### config.mk
export PLATFORM = sky130hd
export DESIGN_NAME = alu_74181_logic_decoder_flat
export DESIGN_NICKNAME = d
export VERILOG_FILES = /design/src/rtl/alu_74181_logic_decoder_pkg.sv /design/src/rtl/alu_74181_logic_decoder_if.sv /design/src/rtl/alu_74181_logic_decoder_tt_merge.sv /design/src/rtl/alu_74181_logic_decoder.sv /design/src/flat_wrapper.sv
export SDC_FILE = /design/constraint.sdc
export NUM_CORES = 1
export LEC_CHECK = 0
export CAP_MARGIN = 5
export CORE_MARGIN = 4
export CORE_UTILIZATION = 61
export CTS_BUF_LIST = sky130_fd_sc_hd__clkbuf_4 sky130_fd_sc_hd__clkbuf_8
export DETAILED_ROUTE_END_ITERATION = 10
export PLACE_DENSITY = 0.93
export SLEW_MARGIN = 15
export SYNTH_ARGS = -nofsm -noshare
export SYNTH_HDL_FRONTEND = slang
export SYNTH_SLANG_ARGS = --single-unit
### constraint.sdc
create_clock -name clk -period 7.4 [get_ports clk]
set_input_delay 2.22 -clock clk [delete_from_list [all_inputs] [get_ports clk]]
set_output_delay 2.22 -clock clk [all_outputs]
set_load 0.01 [all_outputs]
### src/rtl/alu_74181_logic_decoder_pkg.sv
// rtl/alu_74181_logic_decoder_pkg.sv - select/truth-table encodings shared by the 74181 logic decoder
package alu_74181_pkg;

    typedef enum logic [3:0] {
        FUNC_00, FUNC_01, FUNC_02, FUNC_03, FUNC_04, FUNC_05, FUNC_06, FUNC_07,
        FUNC_08, FUNC_09, FUNC_10, FUNC_11, FUNC_12, FUNC_13, FUNC_14, FUNC_15
    } func_type;

    typedef enum logic [1:0] {
        ERR_NONE     = 2'd0,
        ERR_CONFLICT = 2'd1,
        ERR_LIMIT    = 2'd2
    } err_code_t;

    typedef enum logic [1:0] {
        ST_IDLE,
        ST_COLLECT,
        ST_DONE,
        ST_ERROR
    } state_t;

    // Truth table bit m={a,b} holds f for that minterm; every select maps to a distinct table.
    localparam logic [3:0] TT_OF_FUNC [16] = '{
        4'h3, 4'h1, 4'h2, 4'h0, 4'h7, 4'h5, 4'h6, 4'h4,
        4'hB, 4'h9, 4'hA, 4'h8, 4'hF, 4'hD, 4'hE, 4'hC
    };

    function automatic func_type func_of_tt(input logic [3:0] tt);
        func_type res;
        res = FUNC_00;
        for (int i = 0; i < 16; i++) begin
            if (TT_OF_FUNC[i] == tt) begin
                res = func_type'(i[3:0]);
            end
        end
        return res;
    endfunction

endpackage

### src/rtl/alu_74181_logic_decoder_if.sv
// rtl/alu_74181_logic_decoder_if.sv - observation stream and status bundle of the logic decoder
interface alu_74181_logic_decoder_if #(
    parameter int WIDTH = 4
);
    import alu_74181_pkg::*;

    logic             start;
    logic             in_valid;
    logic             in_ready;
    logic [WIDTH-1:0] in_a;
    logic [WIDTH-1:0] in_b;
    logic [WIDTH-1:0] in_f;
    logic             busy;
    logic [3:0]       seen;
    logic             done;
    logic [3:0]       out_s;
    logic             err;
    logic [1:0]       err_code;

    modport master (
        output start, in_valid, in_a, in_b, in_f,
        input  in_ready, busy, seen, done, out_s, err, err_code
    );

    modport slave (
        input  start, in_valid, in_a, in_b, in_f,
        output in_ready, busy, seen, done, out_s, err, err_code
    );

endinterface

### src/rtl/alu_74181_logic_decoder_tt_merge.sv
// rtl/alu_74181_logic_decoder_tt_merge.sv - folds one observation beat into the partial truth table
module alu_74181_tt_merge #(
    parameter int WIDTH = 4
) (
    input  logic [3:0]       seen,
    input  logic [3:0]       tt,
    input  logic [WIDTH-1:0] a,
    input  logic [WIDTH-1:0] b,
    input  logic [WIDTH-1:0] f,
    output logic [3:0]       seen_nxt,
    output logic [3:0]       tt_nxt,
    output logic             conflict
);

    logic [1:0] m;

    // Bits are merged in order, so a second bit hitting the same minterm sees the first one's value.
    always_comb begin
        seen_nxt = seen;
        tt_nxt   = tt;
        conflict = 1'b0;
        m        = 2'd0;
        for (int i = 0; i < WIDTH; i++) begin
            m = {a[i], b[i]};
            if (seen_nxt[m] && (tt_nxt[m] != f[i])) begin
                conflict = 1'b1;
            end
            seen_nxt[m] = 1'b1;
            tt_nxt[m]   = f[i];
        end
    end

endmodule

### src/rtl/alu_74181_logic_decoder.sv
// rtl/alu_74181_logic_decoder.sv - recovers the 74181 logic-mode select from (a,b,f) observations
module alu_74181_logic_decoder
    import alu_74181_pkg::*;
#(
    parameter int WIDTH   = 4,
    parameter int MAX_OBS = 16
) (
    input  logic                        clk,
    input  logic                        rst,
    alu_74181_logic_decoder_if.slave    bus
);

    state_t     state, state_d;
    logic [3:0] seen, seen_d;
    logic [3:0] tt, tt_d;
    logic [7:0] count, count_d;
    logic [3:0] s_q, s_d;
    err_code_t  code_q, code_d;

    logic [3:0] seen_m;
    logic [3:0] tt_m;
    logic       conflict;
    logic       accept;

    alu_74181_tt_merge #(.WIDTH(WIDTH)) u_merge (
        .seen     (seen),
        .tt       (tt),
        .a        (bus.in_a),
        .b        (bus.in_b),
        .f        (bus.in_f),
        .seen_nxt (seen_m),
        .tt_nxt   (tt_m),
        .conflict (conflict)
    );

    assign bus.in_ready = (state == ST_COLLECT) && !bus.start;
    assign accept       = bus.in_valid && bus.in_ready;

    assign bus.busy     = (state == ST_COLLECT);
    assign bus.done     = (state == ST_DONE);
    assign bus.err      = (state == ST_ERROR);
    assign bus.seen     = seen;
    assign bus.out_s    = bus.done ? s_q : 4'd0;
    assign bus.err_code = bus.err ? code_q : ERR_NONE;

    // Conflict outranks completion, which outranks running out of beats.
    always_comb begin
        state_d = state;
        seen_d  = seen;
        tt_d    = tt;
        count_d = count;
        s_d     = s_q;
        code_d  = code_q;
        if (bus.start) begin
            state_d = ST_COLLECT;
            seen_d  = 4'd0;
            tt_d    = 4'd0;
            count_d = 8'd0;
            s_d     = 4'd0;
            code_d  = ERR_NONE;
        end else if (accept) begin
            seen_d  = seen_m;
            tt_d    = tt_m;
            count_d = (count == 8'hFF) ? 8'hFF : count + 8'd1;
            if (conflict) begin
                state_d = ST_ERROR;
                code_d  = ERR_CONFLICT;
            end else if (seen_m == 4'hF) begin
                state_d = ST_DONE;
                s_d     = func_of_tt(tt_m);
            end else if (count_d == 8'(MAX_OBS)) begin
                state_d = ST_ERROR;
                code_d  = ERR_LIMIT;
            end
        end
    end

    always_ff @(posedge clk) begin
        if (rst) begin
            state  <= ST_IDLE;
            seen   <= 4'd0;
            tt     <= 4'd0;
            count  <= 8'd0;
            s_q    <= 4'd0;
            code_q <= ERR_NONE;
        end else begin
            state  <= state_d;
            seen   <= seen_d;
            tt     <= tt_d;
            count  <= count_d;
            s_q    <= s_d;
            code_q <= code_d;
        end
    end

endmodule

### src/flat_wrapper.sv
// flat-port wrapper written by rule: the top's interface ports become plain ports
module alu_74181_logic_decoder_flat import alu_74181_pkg::*;
#(
    parameter int WIDTH   = 4,
    parameter int MAX_OBS = 16
)
  (clk, rst, bus_start, bus_in_valid, bus_in_a, bus_in_b, bus_in_f, bus_in_ready, bus_busy, bus_seen, bus_done, bus_out_s, bus_err, bus_err_code);
  alu_74181_logic_decoder_if #(.WIDTH(WIDTH)) bus_i ();
  input  logic clk;
  input  logic rst;
  input wire logic [$bits(bus_i.start)-1:0] bus_start;
  input wire logic [$bits(bus_i.in_valid)-1:0] bus_in_valid;
  input wire logic [$bits(bus_i.in_a)-1:0] bus_in_a;
  input wire logic [$bits(bus_i.in_b)-1:0] bus_in_b;
  input wire logic [$bits(bus_i.in_f)-1:0] bus_in_f;
  output wire logic [$bits(bus_i.in_ready)-1:0] bus_in_ready;
  output wire logic [$bits(bus_i.busy)-1:0] bus_busy;
  output wire logic [$bits(bus_i.seen)-1:0] bus_seen;
  output wire logic [$bits(bus_i.done)-1:0] bus_done;
  output wire logic [$bits(bus_i.out_s)-1:0] bus_out_s;
  output wire logic [$bits(bus_i.err)-1:0] bus_err;
  output wire logic [$bits(bus_i.err_code)-1:0] bus_err_code;
  assign bus_i.start = bus_start;
  assign bus_i.in_valid = bus_in_valid;
  assign bus_i.in_a = bus_in_a;
  assign bus_i.in_b = bus_in_b;
  assign bus_i.in_f = bus_in_f;
  assign bus_in_ready = bus_i.in_ready;
  assign bus_busy = bus_i.busy;
  assign bus_seen = bus_i.seen;
  assign bus_done = bus_i.done;
  assign bus_out_s = bus_i.out_s;
  assign bus_err = bus_i.err;
  assign bus_err_code = bus_i.err_code;
  alu_74181_logic_decoder #(.WIDTH(WIDTH), .MAX_OBS(MAX_OBS)) u_core (.clk(clk), .rst(rst), .bus(bus_i));
endmodule
# Yosys cells after proc, flatten, opt, wreduce, memory -nomap -nowiden
# Index checks and enable logic that the tools add are counted.
# op_classes
addsub	1
multipliers	0
n_div	0
order_cmp	8
eq_ne	25
n_shift	0
mux	58
bitwise_logic	5
n_reduce_logical	21
# ops
op	count
$mux W4	9
$eq A4 B4 Y1 const A	8
$mux W1	19
$mux W2	9
$bmux W1 S2	8
$bwmux W4	4
$eq A3 B4 Y1 const A	4
$or A4 B4 Y4	4
$lt A2 B3 Y1 const B	4
$mux W3	4
$logic_and A1 B1 Y1	10
$add A8 B1 Y8 const B	1
$demux W1 S2	4
$eq A8 B5 Y1 const B	1
$eq A8 B8 Y1 const B	1
$ge A2 B1 Y1 const B	4
$mux W8	1
$reduce_and A3 Y1	2
$eq A1 B4 Y1 const A	1
$eq A2 B2 Y1 const B	2
$eq A2 B4 Y1 const A	1
$eq A4 B4 Y1 const B	1
$logic_not A4 Y1	1
$ne A1 B1 Y1	4
9 further kinds	11
# totals
register_bits	24
latchBits	0
mem_bits_rw	0
romBits	0
in_bits	16
wordCells	125
memories	0

# Longest topological paths before layout
# Gate-level depths: netlist of the first run.
# depth
ltp_word	24
ltp_mapped	9

# Hierarchy
# From an unflattened synthesis of the first run, not the netlist that was laid out.
# hier_totals
hier_cells	269
area_unflattened_um2	2026.9
# modules_own_cells
module	instances	cells_each	area_each_um2	seq_area_each_um2
alu_74181_logic_decoder	1	138	1134.8	480.5
alu_74181_tt_merge	1	131	892.1	0.0

# Least setup slack after synthesis of the first run
# Ideal clock, no wire load.
# synth_timing
path_type	input port to output port
start	input port bus_start
end	output port bus_in_ready
t_arrival_ns	2.445
slack_ns	2.735
path_stages	2
path_buffers	0
path_cell_list	inv_1 and2_1
# synth_between
elab_chain_cells	2
# synth_lines
item	line_no	source
start, declared	flat_wrapper.sv:11	input wire logic [$bits(bus_i.start)-1:0] bus_start;
$logic_not A1 Y1	alu_74181_logic_decoder.sv:36	assign bus.in_ready = (state == ST_COLLECT) && !bus.start;
$logic_and A1 B1 Y1	alu_74181_logic_decoder.sv:36	
end, declared	flat_wrapper.sv:16	output wire logic [$bits(bus_i.in_ready)-1:0] bus_in_ready;
# No other way between the ends.

# Worst setup path in the final report of the first run
# Ends and elaborated chain as after synthesis.

==> flow_summary.json, run 1 <==
{
  "dp.cells": 320,
  "setup_tns_ns": 0,
  "cts_setup_buffers": 0,
  "rows": 20,
  "die_area_mm2": 0.00432,
  "synth-edff-count": 0,
  "clk_pin_slew_ns": 0.13,
  "syn-num-nets": 279,
  "nets": 298,
  "synth_warnings": 0,
  "design_area_mm2": 0.00233,
  "post-dp-hpwl_um": 4040,
  "max_freq_mhz": 177,
  "grt_antenna_before_repair": 0,
  "clock_path_buffers": 2,
  "r2r_cells": 6,
  "drt_iter0_drc": 298,
  "rsz0062_at_grt": "no",
  "min_period_over_period": 0.762,
  "viasPerCell": 6.66,
  "wl_per_cell_um": 16.9,
  "grt_max_degree": 22,
  "cap_violations": 0,
  "seq_area_frac_synth": 0.236,
  "power.density_mw_per_mm2": 122,
  "setup_ws_ns": 1.76,
  "portBuffers": 29,
  "power.leakage_nw": 0.870,
  "crit_type": "in2out",
  "rr_startpoint": "u_core.bus.seen[2]$_SDFFE_PP0P_",
  "hold_path.class": "reg2reg",
  "antennaDiodeCount": 0,
  "fp.dieH_um": 65.7,
  "grt_pass1_wl_um": 9140,
  "root_buffer": "clkbuf_4",
  "drive_above_1_share": 0.0753,
  "post-place-ws_ns": 1.77,
  "first_pass_iters": 5,
  "worst_pin_slew_ns": 0.961,
  "slew_headroom": 0.357,
  "min_from": "u_core.s_q[1]$_SDFFE_PP0P_",
  "async_flop_share": 0,
  "overflow": 0,
  "mostFrequentLayoutCell": "clkdlybuf4s50_1",
  "io_pins": 30,
  "cts_hold_buf": 0,
  "hold_viol": 0,
  "synth_ff_type": "dfxtp_1",
  "worstSetupEndpointType": "output port",
  "grtUsageTotal": 0.267,
  "cp_max_fo": 3,
  "cts_made_buffers": 3,
  "synth_cell_types": 62,
  "finish.utilization": 0.745,
  "cts_max_level": 1,
  "vdd_ir_drop_max_uv": 103,
  "holdWs_ns": 0.468,
  "stdcell_count": 323,
  "insertion_delay_ns": 0.31,
  "netlist_instances": 262,
  "place_congestion": 0.934,
  "yosys_register_bits": 24,
  "antenna_left": 0,
  "worst_ep_required_time_ns": 5.18,
  "start_util": 0.650,
  "drt-total-wl_um": 5460,
  "crit_path_start": "bus_start",
  "clock_sinks": 24,
  "area_growth_pct": 14.6,
  "run_status": "completed",
  "crit_arrival_ns": 3.42,
  "dpl_cell_area_mm2": 0.00231,
  "postSynthAreaPerCell_um2": 7.76,
  "fillers": 262,
  "syn_area_mm2": 0.00203,
  "drc_errors": 0,
  "grt_pass1_vias": 1929,
  "layout_common_cells": "clkdlybuf4s50_1 (29), nand2_1 (26), dfxtp_1 (24), nor2_1 (23), a21oi_1 (16)",
  "slew_viol_final": 0,
  "die_w_um": 65.7,
  "finalPower_mw": 0.284,
  "cts_resized": 0,
  "hold_depth": 2,
  "timing.final.crit_period_ns": 5.64,
  "dr_total_vias": 2150,
  "finalSetupViolCount": 0,
  "critPathLaunchType": "input pin",
  "cts_tree": "built",
  "clock_skew_ns": 0.0107,
  "core_mm2": 0.00313
}
cells by family (layout without fill, tap and decap cells):
kind of cell / count (synthesis) / after routing / share of synthesized area
AND/OR/NAND/NOR: 108 / 108 / 0.287
AO/OA/AOI/OAI: 84 / 84 / 0.295
buffers and inverters: 26 / 43 / 0.0548
flip-flops: 24 / 24 / 0.236
multiplexers: 14 / 14 / 0.0991
XOR/XNOR: 5 / 5 / 0.0215
adder cells (fa/ha/maj): 1 / 1 / 0.00615
sequential cells by signal, indices dropped and copies added (netlist names):
name,cells
u_core.count,8
u_core.bus.seen,4
u_core.s_q,4
u_core.tt,4
u_core.code_q,2
u_core.state,2
cell type report:
| type | count | area, um^2 | share of cell area |
|---|---|---|---|
| Multi-Input combinational cell | 212 | 1440 | 0.618 |
| Sequential cell | 24 | 480 | 0.206 |
| Timing Repair Buffer | 29 | 290 | 0.125 |
| Tap cell | 44 | 55.1 | 0.0236 |
| Inverter | 11 | 41.3 | 0.0177 |
| Clock buffer | 3 | 22.5 | 0.00966 |
final timing paths:
path,to,slack (ns)
worst min register to register,u_core.s_q[1]$_SDFFE_PP0P_,0.47
worst max-delay path,bus_in_ready,1.76
worst min-delay path,u_core.s_q[1]$_SDFFE_PP0P_,0.47
worst max register to register,u_core.s_q[2]$_SDFFE_PP0P_,4.99
Yosys cell counts (4+ instances only):
library cell   n  area, um^2
and3_1         7        43.8
nand2_1       26        97.6
mux4_2         4        90.1
o21ai_0       13        65.1
a221oi_1       4        35.0
clkbuf_1      11        41.3
mux2i_1        6        60.1
nor2b_1        6        37.5
nand3_1        4        20.0
a31oi_1       10        62.6
dfxtp_1       24         480
nand2b_1       8        50.1
xnor2_1        4        35.0
inv_1         11        41.3
nor3_1         5        25.0
and2_1         8        50.1
nor2_1        23        86.3
a21oi_1       16        80.1
o221ai_1       5        43.8
nor4_1         6        37.5
per-layer routing:
layer | share of wire | GRT usage | up-vias
li1 | - | - | 1034
met1 | 0.47 | 0.404 | 1022
met2 | 0.44 | 0.398 | 88
met3 | 0.078 | 0.0462 | 6
met4 | 0.0090 | 0.0466 | 0
met5 | 0 | 0 | -
report_power, final:
group          switching, mW  internal, mW  leakage, nW
Sequential           0.00263         0.131        0.194
Combinational         0.0547        0.0389        0.662
Clock                 0.0373        0.0190       0.0138
worst max-delay path, stage by stage:
cell and delay [ns]:
clkdlybuf4s50_1 0.43, inv_1 0.08, and2_1 0.15, clkdlybuf4s50_1 0.54
No activity file was read; power rests on OpenSTA's default activity.
==> inputs of run 2 (changes only) <==
- CORE_UTILIZATION: 61 -> 56
- PLACE_DENSITY: 0.93 -> 0.87
- clock period: 7.4 -> 5.6 ns (I/O delays scaled with it)
==> run 2 against run 1 <==
Compared with the run above: combinational power is 30% higher; sequential power is 32% higher; setup slack worse by 0.76 ns; critical endpoint is now u_core.s_q[2]$_SDFFE_PP0P_.
==> flow_summary.json, run 2 (synthesis results as in run 1) <==
{
  "largest-register": "u_core.count",
  "cts_tree": "built",
  "min_period_over_period": 0.822,
  "layout_common_cells": "clkdlybuf4s50_1 (29), nand2_1 (26), dfxtp_1 (24), nor2_1 (23), a21oi_1 (16)",
  "first_pass_iters": 4,
  "finish.utilization": 0.694,
  "slew_viol_final": 0,
  "die_w_um": 68.3,
  "drt-total-wl_um": 5460,
  "stdcell_count": 327,
  "run_status": "completed",
  "hold_viol": 0,
  "grt_pass1_wl_um": 9050,
  "cp_max_fo": 12,
  "critPathLaunchType": "input pin",
  "cap_violations": 0,
  "antennaDiodeCount": 0,
  "hold_path.class": "reg2reg",
  "grt_antenna_before_repair": 0,
  "finalPower_mw": 0.427,
  "clock_skew_ns": 0.00755,
  "mostFrequentLayoutCell": "clkdlybuf4s50_1",
  "finalSetupViolCount": 0,
  "wl_per_cell_um": 16.7,
  "largest_reg_flops": 8,
  "cts_resized": 0,
  "vdd_ir_drop_max_uv": 210,
  "cts_made_buffers": 3,
  "start_util": 0.595,
  "antenna_left": 0,
  "rsz0062_at_grt": "no",
  "r2r_setup_slack_ns": 3.12,
  "worstSetupEndpointType": "flop",
  "core_mm2": 0.00342,
  "power.density_mw_per_mm2": 180,
  "drc_errors": 0,
  "crit_type": "in2reg",
  "worst_pin_slew_ns": 0.909,
  "fp.dieH_um": 68.3,
  "cts_hold_buf": 0,
  "die_area_mm2": 0.00466,
  "setup_tns_ns": 0,
  "max_freq_mhz": 217,
  "area_growth_pct": 16.6,
  "clk_pin_slew_ns": 0.13,
  "combinationalPowerShare": 0.286,
  "io_pins": 30,
  "timing.final.crit_period_ns": 4.60,
  "rows": 21,
  "pwr-share-clk": 0.298,
  "switching_share": 0.303,
  "insertion_delay_ns": 0.32,
  "dr_total_vias": 2120,
  "viasPerCell": 6.48,
  "crit_arrival_ns": 4.83,
  "cts_setup_buffers": 0,
  "worst_ep_required_time_ns": 5.82,
  "portBuffers": 29,
  "root_buffer": "clkbuf_4",
  "dp.cells": 323,
  "grt_pass1_vias": 1955,
  "power.leakage_nw": 0.889,
  "clock_path_buffers": 2,
  "intPower_mw": 0.298,
  "post-dp-hpwl_um": 4050,
  "power_frac_seq": 0.415,
  "overflow": 0,
  "grtUsageTotal": 0.254,
  "drive_above_1_share": 0.0819,
  "cts_max_level": 1,
  "slew_headroom": 0.392,
  "grt_max_degree": 22,
  "place_congestion": 0.961,
  "drt_iter0_drc": 336,
  "switchingPower_mw": 0.129,
  "clock_sinks": 24,
  "nets": 299
}
run 2: power groups by stage:
stage               sequential (mW)  clock [mW]  combinational (mW)
floorplan                     0.180           0              0.0866
global placement              0.181           0               0.118
detailed placement            0.181           0               0.120
CTS                           0.177       0.128               0.121
global route                  0.178       0.136               0.133
finish                        0.177       0.128               0.122
run 2: layout make-up:
type | instances | area, um^2
multi-input combinational | 212 | 1440
fill | 292 | 1040
sequential | 24 | 480
timing repair buffer | 30 | 298
tap | 46 | 57.6
inverter | 11 | 41.3
clock inverter | 1 | 30.0
clock buffer | 3 | 22.5
run 2: through the flow:
step	hold WS, ns	cell area [um^2]	setup slack [ns]
global route	0.497	2370	0.917
finish	0.464	2370	0.998
floorplan	0.430	2030	1.75
global placement	0.444	2320	0.809
detailed placement	0.444	2320	0.725
CTS	0.466	2370	1.01
run 2: path summary, 6_finish.rpt:
kind / start / to / depth (start not counted)
hold reg to reg: u_core.s_q[1]$_SDFFE_PP0P_ / u_core.s_q[1]$_SDFFE_PP0P_ / 2
setup reg to reg: u_core.tt[2]$_SDFFE_PP0P_ / u_core.s_q[2]$_SDFFE_PP0P_ / 6
hold / removal: u_core.s_q[1]$_SDFFE_PP0P_ / u_core.s_q[1]$_SDFFE_PP0P_ / 2
setup / recovery: bus_in_a[0] / u_core.s_q[2]$_SDFFE_PP0P_ / 8
run 2: layer usage:
layer	part of all wire	wire length [um]	vias up	track usage
li1	-	-	1039	-
met3	0.055	299	14	0.0263
met2	0.46	2530	88	0.425
met4	0.023	123	0	0.0844
met1	0.46	2510	979	0.338
met5	0	0	-	0
run 2: worst max-delay path, stage by stage:
cell	delay, ns
clkdlybuf4s50_1	0.76
nor2b_1	0.28
mux2_2	0.40
mux4_2	0.50
mux2i_2	0.29
o211ai_2	0.22
or4_1	0.55
o211a_1	0.15
==> inputs of run 3 (changes only) <==
- clock period: 5.6 -> 4.5 ns (I/O delays scaled with it)
==> run 3 against run 2 <==
Compared with the run above: global-route usage up 0.50 points; via count up 2.6%; count of clock-buffer cells in the layout unchanged; critical path depth unchanged; flip-flop and latch count unchanged; utilization is 2.0 points higher; hold slack improved by 0.0044 ns; clock skew rose by 0.0044 ns; combinational power grew 31%; sequential share of layout area fell by 0.56 points; register-to-register slack worse by 1.1 ns; total power rose by 26%; critical endpoint unchanged.
==> flow_summary.json, run 3 (synthesis results as in run 1) <==
{
  "crit_type": "in2reg",
  "fillers": 293,
  "antenna_left": 0,
  "clock_sinks": 24,
  "dp.cells": 332,
  "largest-register": "u_core.count",
  "run_status": "completed",
  "layout_common_cells": "clkdlybuf4s50_1 (29), nand2_1 (26), dfxtp_1 (24), nor2_1 (23), a21oi_1 (16)",
  "min_to": "u_core.s_q[1]$_SDFFE_PP0P_",
  "die_area_mm2": 0.00466,
  "power.leakage_nw": 0.933,
  "drc_errors": 0,
  "clock_skew_ns": 0.0119,
  "grt_pass1_wl_um": 9270,
  "start_util": 0.595,
  "place_congestion": 0.932,
  "pwr-share-clk": 0.291,
  "dr_total_vias": 2175,
  "mostFrequentLayoutCell": "clkdlybuf4s50_1",
  "vdd_ir_drop_max_uv": 178,
  "setup_tns_ns": 0,
  "worst_pin_slew_ns": 0.900,
  "cts_max_level": 1,
  "core_mm2": 0.00342,
  "area_growth_pct": 19.9,
  "finalSetupViolCount": 0,
  "cts_tree": "built",
  "wl_met1_um": 2570,
  "reg2reg_to": "u_core.s_q[2]$_SDFFE_PP0P_",
  "combinationalPowerShare": 0.297,
  "hold_path.class": "reg2reg",
  "portBuffers": 29,
  "timing.final.crit_period_ns": 3.91,
  "viasPerCell": 6.47,
  "intPower_mw": 0.376,
  "hold_viol": 0,
  "cap_violations": 0,
  "drive_above_1_share": 0.110,
  "grt_max_degree": 22,
  "worst_ep_required_time_ns": 4.72,
  "first_pass_iters": 5,
  "grtUsageTotal": 0.259,
  "hold_depth": 2,
  "slew_viol_final": 0,
  "antennaDiodeCount": 0,
  "grt_pass1_vias": 1958,
  "clk_pin_slew_ns": 0.13,
  "cts_setup_buffers": 0,
  "crit_arrival_ns": 4.13,
  "wl_per_cell_um": 16.3,
  "switchingPower_mw": 0.160,
  "stdcell_count": 336,
  "grt_antenna_before_repair": 0,
  "die_w_um": 68.3,
  "root_buffer": "clkbuf_4",
  "rows": 21,
  "wl_met2_um": 2510,
  "power.density_mw_per_mm2": 220,
  "min_from": "u_core.s_q[1]$_SDFFE_PP0P_",
  "slew_headroom": 0.398,
  "rsz0062_at_grt": "no",
  "fp.dieH_um": 68.3,
  "power_frac_seq": 0.412,
  "r2r_cells": 6,
  "cts_hold_buf": 0,
  "cts_resized": 0,
  "drt_iter0_drc": 328,
  "r2r_setup_slack_ns": 2.04,
  "drt-total-wl_um": 5490,
  "switching_share": 0.298,
  "met3WireLength_um": 354,
  "cp_max_fo": 5,
  "worstSetupEndpointType": "flop",
  "rr_startpoint": "u_core.bus.seen[2]$_SDFFE_PP0P_",
  "insertion_delay_ns": 0.32,
  "cts_made_buffers": 3,
  "max_freq_mhz": 256,
  "io_pins": 30,
  "post-dp-hpwl_um": 4100,
  "dr.max_layer_used": "met4",
  "largest_reg_flops": 8,
  "nets": 308,
  "critPathLaunchType": "input pin",
  "clock_path_buffers": 2,
  "overflow": 0,
  "min_period_over_period": 0.870
}
[run 3: cell count changes in the layout (fill, tap and decap cells not counted), sizes merged]
| cell | before | now |
|---|---|---|
| buf | 1 | 10 |
[run 3: critical path, stage by stage]
cell and delay [ns]:
clkdlybuf4s50_1 0.48, nor2b_1 0.23, mux2_2 0.40, mux4_2 0.49
mux2i_2 0.28, o211ai_2 0.21, or4_1 0.54, o211a_1 0.14
[run 3: worst max-delay path by stage]
stage                      startpoint                          to  cells after the start
final                     bus_in_a[0]  u_core.s_q[2]$_SDFFE_PP0P_                      8
after global routing      bus_in_a[0]  u_core.s_q[2]$_SDFFE_PP0P_                      8
after CTS                   bus_start                bus_in_ready                      4
after detailed placement  bus_in_a[0]  u_core.s_q[2]$_SDFFE_PP0P_                      8
after global placement    bus_in_a[0]  u_core.s_q[2]$_SDFFE_PP0P_                      8
after floorplan           bus_in_a[0]  u_core.s_q[2]$_SDFFE_PP0P_                      7
[run 3: layout make-up]
cell class,count,area (um^2),share of cell area
Tap cell,46,57.6,0.0236
Clock inverter,1,30.0,0.0123
Clock buffer,3,22.5,0.00924
Sequential cell,24,480,0.197
Inverter,11,41.3,0.0169
Multi-Input combinational cell,212,1440,0.591
Timing Repair Buffer,39,365,0.150
[run 3: metal layers]
layer / global-route usage / vias up
li1: - / 1053
met1: 0.369 / 1021
met2: 0.421 / 95
met3: 0.0230 / 6
met4: 0.0571 / 0
met5: 0 / -
[run 3: metrics by stage]
stage | worst slack (ns) | instance area, um^2 | hold WS, ns | utilization | total power, mW
floorplan | 0.979 | 2030 | 0.430 | - | 0.332
global placement | 0.357 | 2390 | 0.444 | 0.699 | 0.380
detailed placement | 0.297 | 2390 | 0.454 | 0.699 | 0.382
CTS | 0.598 | 2440 | 0.475 | 0.714 | 0.536
global route | 0.505 | 2440 | 0.498 | 0.714 | 0.562
finish | 0.587 | 2440 | 0.469 | 0.714 | 0.537
[run 3: power by group through the flow]
stage / registers (mW) / logic [mW] / clock network (mW)
6_report: 0.221 / 0.160 / 0.156
2_1_floorplan: 0.224 / 0.108 / 0
5_1_grt: 0.222 / 0.174 / 0.166
3_5_place_dp: 0.225 / 0.156 / 0
4_1_cts: 0.221 / 0.157 / 0.158
3_3_place_gp: 0.225 / 0.154 / 0
